===== src/rtl/run_scan_ctrl.sv =====
// Word-to-serial scan controller: shifts an accepted word out MSB-first,
// counts overlapping runs of ones of a programmable length and reports the result.
//
// state    | meaning
// ---------+-------------------------------------------------
// S_IDLE   | waiting for a job, in_ready high
// S_SHIFT  | one bit of the latched word per cycle, detector live
// S_REPORT | result held on out_* until out_ready
module run_scan_ctrl #(
  parameter int WORD_W = 16,
  parameter int IDX_W  = $clog2(WORD_W),
  parameter int CNT_W  = $clog2(WORD_W + 1)
) (
  input  logic              clk,
  input  logic              rst,
  input  logic              in_valid,
  input  logic [WORD_W-1:0] in_word,
  input  logic [3:0]        in_run_len,
  output logic              in_ready,
  output logic              ser_data,
  output logic              ser_valid,
  output logic              out_valid,
  input  logic              out_ready,
  output logic              out_hit,
  output logic [CNT_W-1:0]  out_count,
  output logic [IDX_W-1:0]  out_first_idx
);

  typedef enum logic [1:0] {
    S_IDLE   = 2'd0,
    S_SHIFT  = 2'd1,
    S_REPORT = 2'd2
  } state_t;

  state_t             state_q, state_d;
  logic [WORD_W-1:0]  word_q, word_d;
  logic [3:0]         len_q, len_d;
  logic [3:0]         run_q, run_d;
  logic [CNT_W-1:0]   cnt_q, cnt_d;
  logic [IDX_W-1:0]   first_q, first_d;
  logic               hit_q, hit_d;
  logic [IDX_W-1:0]   idx_q, idx_d;

  logic [3:0]         run_upd;
  logic               hit_now;

  always_ff @(posedge clk) begin
    if (rst) begin
      state_q <= S_IDLE;
      word_q  <= '0;
      len_q   <= '0;
      run_q   <= '0;
      cnt_q   <= '0;
      first_q <= '0;
      hit_q   <= 1'b0;
      idx_q   <= '0;
    end else begin
      state_q <= state_d;
      word_q  <= word_d;
      len_q   <= len_d;
      run_q   <= run_d;
      cnt_q   <= cnt_d;
      first_q <= first_d;
      hit_q   <= hit_d;
      idx_q   <= idx_d;
    end
  end

  // The word register shifts left, so the bit on the wire is always its MSB.
  always_comb begin
    run_upd = word_q[WORD_W-1] ? ((run_q == 4'hF) ? run_q : run_q + 4'd1) : 4'd0;
    hit_now = (len_q != 4'd0) && (run_upd >= len_q);
  end

  always_comb begin
    state_d       = state_q;
    word_d        = word_q;
    len_d         = len_q;
    run_d         = run_q;
    cnt_d         = cnt_q;
    first_d       = first_q;
    hit_d         = hit_q;
    idx_d         = idx_q;
    in_ready      = 1'b0;
    ser_data      = 1'b0;
    ser_valid     = 1'b0;
    out_valid     = 1'b0;
    out_hit       = 1'b0;
    out_count     = '0;
    out_first_idx = '0;

    case (state_q)
      S_IDLE: begin
        in_ready = 1'b1;
        if (in_valid) begin
          word_d  = in_word;
          len_d   = in_run_len;
          run_d   = '0;
          cnt_d   = '0;
          first_d = '1;   // all ones doubles as the "no hit" index
          hit_d   = 1'b0;
          idx_d   = '0;
          state_d = S_SHIFT;
        end
      end
      S_SHIFT: begin
        ser_valid = 1'b1;
        ser_data  = word_q[WORD_W-1];
        run_d     = run_upd;
        word_d    = {word_q[WORD_W-2:0], 1'b0};
        if (hit_now) begin
          cnt_d = cnt_q + CNT_W'(1);
          if (!hit_q) begin
            first_d = idx_q;
            hit_d   = 1'b1;
          end
        end
        if (idx_q == IDX_W'(WORD_W - 1)) begin
          state_d = S_REPORT;
        end else begin
          idx_d = idx_q + IDX_W'(1);
        end
      end
      S_REPORT: begin
        out_valid     = 1'b1;
        out_hit       = hit_q;
        out_count     = cnt_q;
        out_first_idx = first_q;
        if (out_ready) begin
          state_d = S_IDLE;
        end
      end
      default: begin
        state_d = S_IDLE;
      end
    endcase
  end

endmodule

===== config.mk =====
export PLATFORM = sky130hd
export DESIGN_NAME = run_scan_ctrl
export DESIGN_NICKNAME = d
export VERILOG_FILES = /design/src/rtl/run_scan_ctrl.sv
export SDC_FILE = /design/constraint.sdc
export NUM_CORES = 1
export LEC_CHECK = 0
export ABC_AREA = 1
export CORE_AREA = 2 2 66 68
export DETAILED_ROUTE_END_ITERATION = 7
export DIE_AREA = 0 0 68 70
export PLACE_DENSITY = 0.77
export SLEW_MARGIN = 40
export SYNTH_ARGS = -nofsm -noshare
export SYNTH_HDL_FRONTEND = slang
export SYNTH_SLANG_ARGS = --single-unit

===== constraint.sdc =====
create_clock -name clk -period 2.2 [get_ports clk]
set_input_delay 0.33 -clock clk [delete_from_list [all_inputs] [get_ports clk]]
set_output_delay 0.33 -clock clk [all_outputs]
set_load 0.01 [all_outputs]

==> flow_summary.toml, run 1 <==
[critical_path]
critPathLaunch = "run_q[0]"
path_common_cell = "nand2_1"
critPathTopFamily = "simple AND/OR/NAND/NOR gates"
cp_max_fo = 9
critPathSlowestCell = "dfxtp_4"
reg2regPathDepth = 15
cp-end-kind = "register"
r2r-start = "run_q[0]"
reg2reg_slack_ns = 0.12
path_cells = "ha_1 > nand2_1 > inv_2 > nand2_2 > nand2_1 > a21oi_2 > ha_1 > nand2_1 > nand2_1 > nand2_1 > nand3_2 > nand2_4 > nand2_4 > a21oi_1 > nor2_1"
setup.worst_path.class = "register to register"
max_stage_delay_ns = 0.36
cp.required_ns = 2.39
rr_endpoint = "first_q[0]"
arrival_ns = 2.27
start_kind = "register"
crit_path_end = "first_q[0]"
path_buf_inv = 1
cp.depth = 15

[logic_synthesis]
synth_cell_types = 25
syn_area_um2 = 1980
synth_edf_count = 0
synth-seq-area-share_pct = 40.4
synth.net_count = 308
ys.warnings.count = 0
netlist_instances = 277
yosys_most_used_dff = "dfxtp_1"
ys_seq_elements = 40
synth-async-reset-ratio_pct = 0
syn_area_per_cell_um2 = 7.15

[clock_tree]
clkSinkCount = 40
h-tree-depth = 2
clockBufferDepth = 2
root_buffer = "clkbuf_8"
cts_hold_buf = 0
cts_tree = "done"
path_clk_slew_ns = 0.08
cts_buffers = 5
clkLatencyLatePin_ns = 0.30

[die]
start_util_pct = 47.8
die_w_um = 68
num_rows = 24
die_area_um2 = 4760
die-height_um = 70
coreArea_um2 = 4140
io_pins = 38

[sta]
skew_ns = 0.00603
setup_violations = 0
slew_violations = 0
hold_viol_final = 0
layout_min_cycle_time_ns = 2.08
tightestPinTransition_ns = 0.438
slew_headroom_pct = 70.7
period_share_pct = 94.8
max_freq_mhz = 480
fin_tns_setup_ns = 0

[power]
power_leakage_nw = 0.990
combPwrFrac_pct = 22.0
netSwitchingFraction_pct = 30.8
ir_drop_mv = 0.507
p_sw_w = 0.000539
powerDensity_nw_per_um2 = 688
power.total_w = 0.00175
pwr-share-seq_pct = 48.3
p_int_w = 0.00121
clock_power_share_pct = 29.7

[layout]
finish.utilization_pct = 61.3
antenna_cells = 0
area_growth_pct = 28.2
final_cell_count_no_fill = 367
nets = 345
fin_area_um2 = 2540
drive_above_1_share_pct = 12.7

[place]
dp.cells = 356
postPlaceCellArea_um2 = 2390
port_buffers = 37
place_hpwl_um = 3040
routabilityCongestion = 0.862

[detailed_routing]
drt_first_pass_iters = 4
wl_met3_um = 171
drt-met1-wl_um = 2040
drc_errors = 0
route.met2.wl_um = 2070
wl_um = 4370
wire_per_inst_um = 11.9
top_layer_used = "met4"
drt_iter0_drc = 131
detail-route-antenna-nets = 0
drt-vias-per-instance = 5.11
num_vias = 1877

[global_routing]
antenna_found_initial = 0
grt-ovfl-total = 0
grt_pass1_wl_um = 7150
first_global_vias = 1711
grt_max_degree = 32
grt_usage_pct = 19.5

[hold_path]
hp-class = "register to register"

[job]
maxCapViolCount = 0

[outcome]
status = "completed"
[placed cells by master (no fill, tap or decap), types with 2 or more instances in the layout]
cell type / n
nand2_1: 61
nand2_2: 3
a21oi_2: 3
clkinvlp_4: 2
a31oi_1: 15
or2_2: 2
nand2_4: 4
buf_4: 5
nor2_1: 27
clkdlybuf4s50_1: 37
nand3_1: 14
a21oi_1: 22
dfxtp_1: 38
inv_1: 22
inv_2: 5
clkbuf_8: 6
nand4_1: 2
o21ai_0: 24
xor2_1: 2
ha_1: 7
[power by group through the flow]
stage                     Combinational [W]  Clock, W  Sequential (W)
after detailed placement           0.000373         0        0.000858
after global routing               0.000432  0.000554        0.000852
final                              0.000385  0.000519        0.000844
after floorplan                    0.000264         0        0.000846
after global placement             0.000364         0        0.000856
after CTS                          0.000375  0.000526        0.000842
[timing repair]
item / CTS / global route
gates resized for setup: 1 / 11
endpoints found under the setup margin: 1 / 17
pin swaps: 0 / 4
setup buffers: 0 / 3
[synth_stat cells, drive strengths merged (2+ instances only)]
cell | n | share of area, %
inv | 28 | 5.3
nand2 | 68 | 15
buf | 9 | 2.3
nor3 | 2 | 0.76
nand3 | 15 | 3.8
a31oi | 16 | 5.8
nand4 | 2 | 0.63
dfxtp | 40 | 40
nor2 | 29 | 5.9
clkbuf | 4 | 0.76
or2 | 2 | 0.63
a21oi | 25 | 6.3
o21ai | 25 | 6.5
xor2 | 2 | 0.88
ha | 7 | 4.4
[worst min-delay path by stage]
| stage | cells after the start | startpoint | slack (ns) | endpoint |
|---|---|---|---|---|
| after floorplan | 1 | rst | 0.44 | hit_q |
| after global placement | 2 | word_q[0] | 0.45 | word_q[0] |
| after detailed placement | 2 | word_q[0] | 0.46 | word_q[0] |
| after CTS | 2 | word_q[0] | 0.48 | word_q[0] |
| after global routing | 2 | len_q[2] | 0.50 | len_q[2] |
| final | 2 | word_q[0] | 0.48 | word_q[0] |
[layout make-up]
class / instances / area, µm²
multi-input combinational: 196 / 1040
clock inverter: 2 / 15.0
tap: 52 / 65.1
fill: 397 / 1600
clock buffer: 6 / 82.6
sequential: 40 / 806
inverter: 28 / 108
timing repair buffer: 43 / 428
[sequential cells by signal, indices dropped and copies added (netlist names)]
| name | count |
|---|---|
| word_q | 16 |
| cnt_q | 5 |
| first_q | 4 |
| idx_q | 4 |
| len_q | 4 |
| run_q | 4 |
| state_q | 2 |
| hit_q | 1 |
[per-layer routing]
metal / global-route usage, % / vias up
li1: - / 986
met1: 24.2 / 851
met2: 30.9 / 31
met3: 5.64 / 9
met4: 8.67 / 0
met5: 0 / -
[metrics by stage]
stage | hold WS, ns | setup WS (ns)
after floorplan | 0.437 | 0.242
after global placement | 0.450 | 0.143
after detailed placement | 0.462 | 0.0792
after CTS | 0.477 | 0.0653
after global routing | 0.501 | -0.0216
final | 0.477 | 0.115
[worst register-to-register path, delay by kind of cell, from the launching register on]
kind	cells	cell delay, ns
adders and majority gates	2	0.47
DFF	1	0.36
and+or+nand+nor	10	0.78
AOI/OAI and AO/OA	2	0.32
buffers and inverters	1	0.05
[kinds of logic (layout without fill, tap and decap cells)]
group           after synthesis  in the layout  synth area share, %
compound gates               67             67                 18.9
flops                        40             40                 40.4
fa+ha+maj                     7              7                 4.42
xor+xnor                      2              2                0.884
buf+inv                      41             79                 8.33
simple gates                120            120                 27.0
No activity file was read; power rests on OpenSTA's default activity.
==> run 2, diff against run 1 <==
CAP_MARGIN = 20   (was default)
CORE_AREA = 2 2 64 66   (was 2 2 66 68)
DIE_AREA = 0 0 66 68   (was 0 0 68 70)
DONT_BUFFER_PORTS = 1   (was default)
PLACE_DENSITY = 0.69   (was 0.77)
RECOVER_POWER = 100   (was default)
==> run 2 against run 1 <==
Against the previous run:
- highest routed layer unchanged
- power increased by 0.96%
- cell count is 11% lower
- utilization down 4.7 points
- count of clock-buffer cells in the layout fell by 1
- via count down 8.2%
- critical path type unchanged
==> flow_summary.toml, run 2 (synthesized netlist as in run 1, its figures left out) <==
[outcome]
status = "completed"

[power]
clock_power_share_pct = 34.0
p_int_w = 0.00124
ir_drop_mv = 0.520
p_sw_w = 0.000527
netSwitchingFraction_pct = 29.9
combPwrFrac_pct = 18.3
pwr-share-seq_pct = 47.7
power.total_w = 0.00177
powerDensity_nw_per_um2 = 808
power_leakage_nw = 0.852

[layout]
drive_above_1_share_pct = 14.1
largest_registers = "word_q (16), cnt_q (5)"
area_growth_pct = 10.2
antenna_cells = 0
finish.utilization_pct = 56.6
top_register = "word_q"
layout_commonest_cell = "nand2_1"
nets = 306
final_cell_mix = "nand2_1 (61), dfxtp_1 (38), nor2_1 (29), inv_1 (26), o21ai_0 (23)"
largest_reg_flops = 16

[detailed_routing]
wire_per_inst_um = 12.8
num_vias = 1724
drt-vias-per-instance = 5.29
drt_iter0_drc = 69
drc_errors = 0
detail-route-antenna-nets = 0
wl_um = 4170
drt_first_pass_iters = 5

[place]
port_buffers = 0
pre_cts_slack_ns = 0.0994
place_hpwl_um = 2770
routabilityCongestion = 0.812

[critical_path]
setup.worst_path.class = "register to register"
cp.required_ns = 2.39
start_kind = "register"
cp_max_fo = 8
arrival_ns = 2.26
cp-end-kind = "register"

[sta]
skew_ns = 0.00323
slew_headroom_pct = 66.5
whs_ns = 0.0896
period_share_pct = 93.8
tightestPinTransition_ns = 0.500
slew_violations = 0
layout_min_cycle_time_ns = 2.06
setup_violations = 0
hold_viol_final = 0
fin_ws_ns = 0.136
max_freq_mhz = 484

[die]
die_w_um = 66
coreArea_um2 = 3860
start_util_pct = 51.4
die_area_um2 = 4490
io_pins = 38
die-height_um = 68
num_rows = 23

[clock_tree]
cts_buffers = 5
clkLatencyLatePin_ns = 0.29
path_clk_slew_ns = 0.08
root_buffer = "clkbuf_8"
cts_tree = "done"
clockBufferDepth = 2
clkSinkCount = 40
h-tree-depth = 2
cts_hold_buf = 0

[hold_path]
hp-class = "input port to register"

[global_routing]
grt_pass1_wl_um = 6940
grt_max_degree = 32
antenna_found_initial = 0
grt_usage_pct = 20.1
first_global_vias = 1604
grt-ovfl-total = 0

[job]
maxCapViolCount = 0
run 2: cell count changes in the layout (fill, tap and decap cells not counted), moves of 2 or more:
cell and delta:
inv_1 +4, a21oi_2 +2, ha_2 +2, nand3_1 -2, inv_2 -3, clkdlybuf4s50_1 -37, nor2_1 +2, buf_4 -2
a21oi_1 -2, nand3_2 +2, ha_1 -2
run 2: stage by stage:
| step | cells | TNS [ns] | instance area, µm² |
|---|---|---|---|
| 4_1_cts | 324 | 0 | 2110 |
| 6_report | 326 | 0 | 2180 |
| 3_5_place_dp | 316 | 0 | 2000 |
| 2_1_floorplan | 277 | 0 | 1980 |
| 3_3_place_gp | 316 | 0 | 2000 |
| 5_1_grt | 326 | -0.0841 | 2180 |
run 2: final cells by class:
class	count	area (µm²)
multi-input cells	197	1080
repair buffers	3	22.5
flip-flops and latches	40	806
clock inverters	3	42.5
clock buffers	5	68.8
fillers	382	1670
inverters	28	105
well taps	50	62.6
run 2: what timing repair did:
item | 4_1_cts | 5_1_grt
endpoints found under the setup margin | 0 | 9
gates resized for setup | 0 | 20
buffers inserted | 0 | 1
run 2: critical path, cell delays in order, from the launching register on:
cell     delay, ns
dfxtp_4       0.38
ha_2          0.18
nand2_2       0.06
inv_2         0.07
nand2_2       0.06
or2_4         0.24
nand3_1       0.07
ha_2          0.26
nand4_1       0.10
nand3_2       0.09
nand2_4       0.17
nand2_8       0.08
a21oi_1       0.13
nor2_1        0.06
run 2: layer usage:
metal  routed length (µm)  vias to the layer above  GRT usage (%)
li1                     -                      907              -
met1                 1980                      778           25.6
met2                 1910                       32           32.3
met3                  208                        7           6.58
met4                   68                        0           6.89
met5                    0                        -              0
run 2: power by group through the flow:
stage	clock (W)	sequential, W	combinational [W]
after floorplan	0	0.000846	0.000264
after global placement	0	0.000857	0.000297
after detailed placement	0	0.000856	0.000302
after CTS	0.000614	0.000840	0.000302
after global routing	0.000652	0.000851	0.000377
final	0.000601	0.000841	0.000323
run 2: path summary, 6_finish.rpt:
check,depth (start not counted),slack [ns],end,from
setup / recovery,13,0.14,first_q[1],run_q[0]
hold / removal,1,0.09,run_q[0],rst
setup reg to reg,13,0.14,first_q[1],run_q[0]
hold reg to reg,2,0.47,word_q[0],word_q[0]
==> run 3, diff against run 2 <==
RECOVER_POWER = 50   (was 100)
SKIP_CTS_REPAIR_TIMING = 1   (was default)
==> run 3 against run 2 <==
Against the previous run:
- cell count unchanged
- via count up 0.35%
- critical endpoint unchanged
- clock power about the same
- critical path depth unchanged
- non-clock buffer count unchanged
- utilization unchanged
- wire length down 0.29%
- critical path type unchanged
- clock skew up 0.00065 ns
- sequential share of layout area unchanged
==> flow_summary.toml, run 3 (synthesized netlist as in run 1, its figures left out) <==
[place]
routabilityCongestion = 0.812
postPlaceCellArea_um2 = 2000
place_hpwl_um = 2770
port_buffers = 0
pre_cts_slack_ns = 0.0994

[layout]
drive_above_1_share_pct = 14.5
fin_area_um2 = 2180
nets = 306
largest_registers = "word_q (16), cnt_q (5)"
antenna_cells = 0
layout_commonest_cell = "nand2_1"
final_cell_mix = "nand2_1 (61), dfxtp_1 (38), nor2_1 (29), inv_1 (25), o21ai_0 (23)"
area_growth_pct = 10.2
top_register = "word_q"
largest_reg_flops = 16

[global_routing]
grt-ovfl-total = 0
first_global_vias = 1604
grt_max_degree = 32
grt_pass1_wl_um = 6940
grt_usage_pct = 20.1
antenna_found_initial = 0

[power]
combPwrFrac_pct = 18.3
netSwitchingFraction_pct = 29.9
ir_drop_mv = 0.521
pwr-share-seq_pct = 47.6
p_int_w = 0.00124
powerDensity_nw_per_um2 = 809
clock_power_share_pct = 34.0
p_sw_w = 0.000528
power_leakage_nw = 0.850

[critical_path]
cp-end-kind = "register"
path_buf_inv = 1
cp_max_fo = 8
arrival_ns = 2.26
critPathSlowestCell = "dfxtp_4"
max_stage_delay_ns = 0.38
critPathTopFamily = "simple AND/OR/NAND/NOR gates"
setup.worst_path.class = "register to register"
start_kind = "register"
path_cells = "ha_2 > nand2_2 > inv_2 > nand2_2 > or2_4 > nand3_1 > ha_2 > nand4_1 > nand3_2 > nand2_4 > nand2_8 > a21oi_1 > nor2_1"
cp.required_ns = 2.39

[die]
start_util_pct = 51.4
die_area_um2 = 4490
num_rows = 23
die-height_um = 68
die_w_um = 66
coreArea_um2 = 3860
io_pins = 38

[clock_tree]
h-tree-depth = 2
clkSinkCount = 40
clkLatencyLatePin_ns = 0.29
cts_buffers = 5
root_buffer = "clkbuf_8"
clockBufferDepth = 2
cts_tree = "done"
path_clk_slew_ns = 0.08

[sta]
tightestPinTransition_ns = 0.501
hold_viol_final = 0
period_share_pct = 93.8
max_freq_mhz = 484
setup_violations = 0
layout_min_cycle_time_ns = 2.06
slew_headroom_pct = 66.5
skew_ns = 0.00388
slew_violations = 0
fin_ws_ns = 0.135
whs_ns = 0.0898

[hold_path]
hp-class = "input port to register"

[outcome]
status = "completed"

[detailed_routing]
drt_iter0_drc = 69
drt_first_pass_iters = 4
wl_um = 4150
drc_errors = 0
num_vias = 1730
wire_per_inst_um = 12.7
drt-vias-per-instance = 5.31
detail-route-antenna-nets = 0

[job]
maxCapViolCount = 0
## run 3: cell counts in the layout (fill, tap and decap cells not counted)
Identical to the previous run, type by type.
## run 3: metal layers
metal / share of wire (%) / vias to the layer above / wire length (µm) / GRT usage (%)
li1: - / 907 / - / -
met1: 47 / 783 / 1950 / 25.6
met2: 47 / 33 / 1930 / 32.3
met3: 4.8 / 7 / 200 / 6.58
met4: 1.6 / 0 / 68 / 6.89
met5: 0 / - / 0 / 0
## run 3: area by class of cell
type	instances	area [µm²]
Clock buffer	5	68.8
Clock inverter	3	42.5
Fill cell	382	1670
Inverter	28	105
Multi-Input combinational cell	197	1080
Sequential cell	40	806
Tap cell	50	62.6
Timing Repair Buffer	3	22.5
## run 3: power by group through the flow
stage	Combinational, W	Sequential [W]	Clock (W)
4_1_cts	0.000302	0.000840	0.000614
3_5_place_dp	0.000302	0.000856	0
2_1_floorplan	0.000264	0.000846	0
6_report	0.000324	0.000841	0.000601
3_3_place_gp	0.000297	0.000857	0
5_1_grt	0.000378	0.000851	0.000652
## run 3: worst paths after layout
kind	startpoint	end	slack, ns	cells past startpoint
worst max register to register	run_q[0]	first_q[1]	0.14	13
worst min-delay path	rst	run_q[0]	0.09	1
worst min register to register	word_q[0]	word_q[0]	0.46	2
worst max-delay path	run_q[0]	first_q[1]	0.14	13
## run 3: metrics by stage
stage	util (%)	instances	TNS, ns	total power [W]
after global placement	51.8	316	0	0.00115
after CTS	54.7	324	0	0.00176
after global routing	56.6	326	-0.0821	0.00188
after floorplan	-	277	0	0.00111
after detailed placement	51.8	316	0	0.00116
final	56.6	326	0	0.00177
## run 3: worst register-to-register path: cells and delay by family (launching register included)
family | cells | cell delay [ns]
fa+ha+maj | 2 | 0.45
buf+inv | 1 | 0.07
simple gates | 9 | 0.93
compound gates | 1 | 0.13
flops | 1 | 0.38
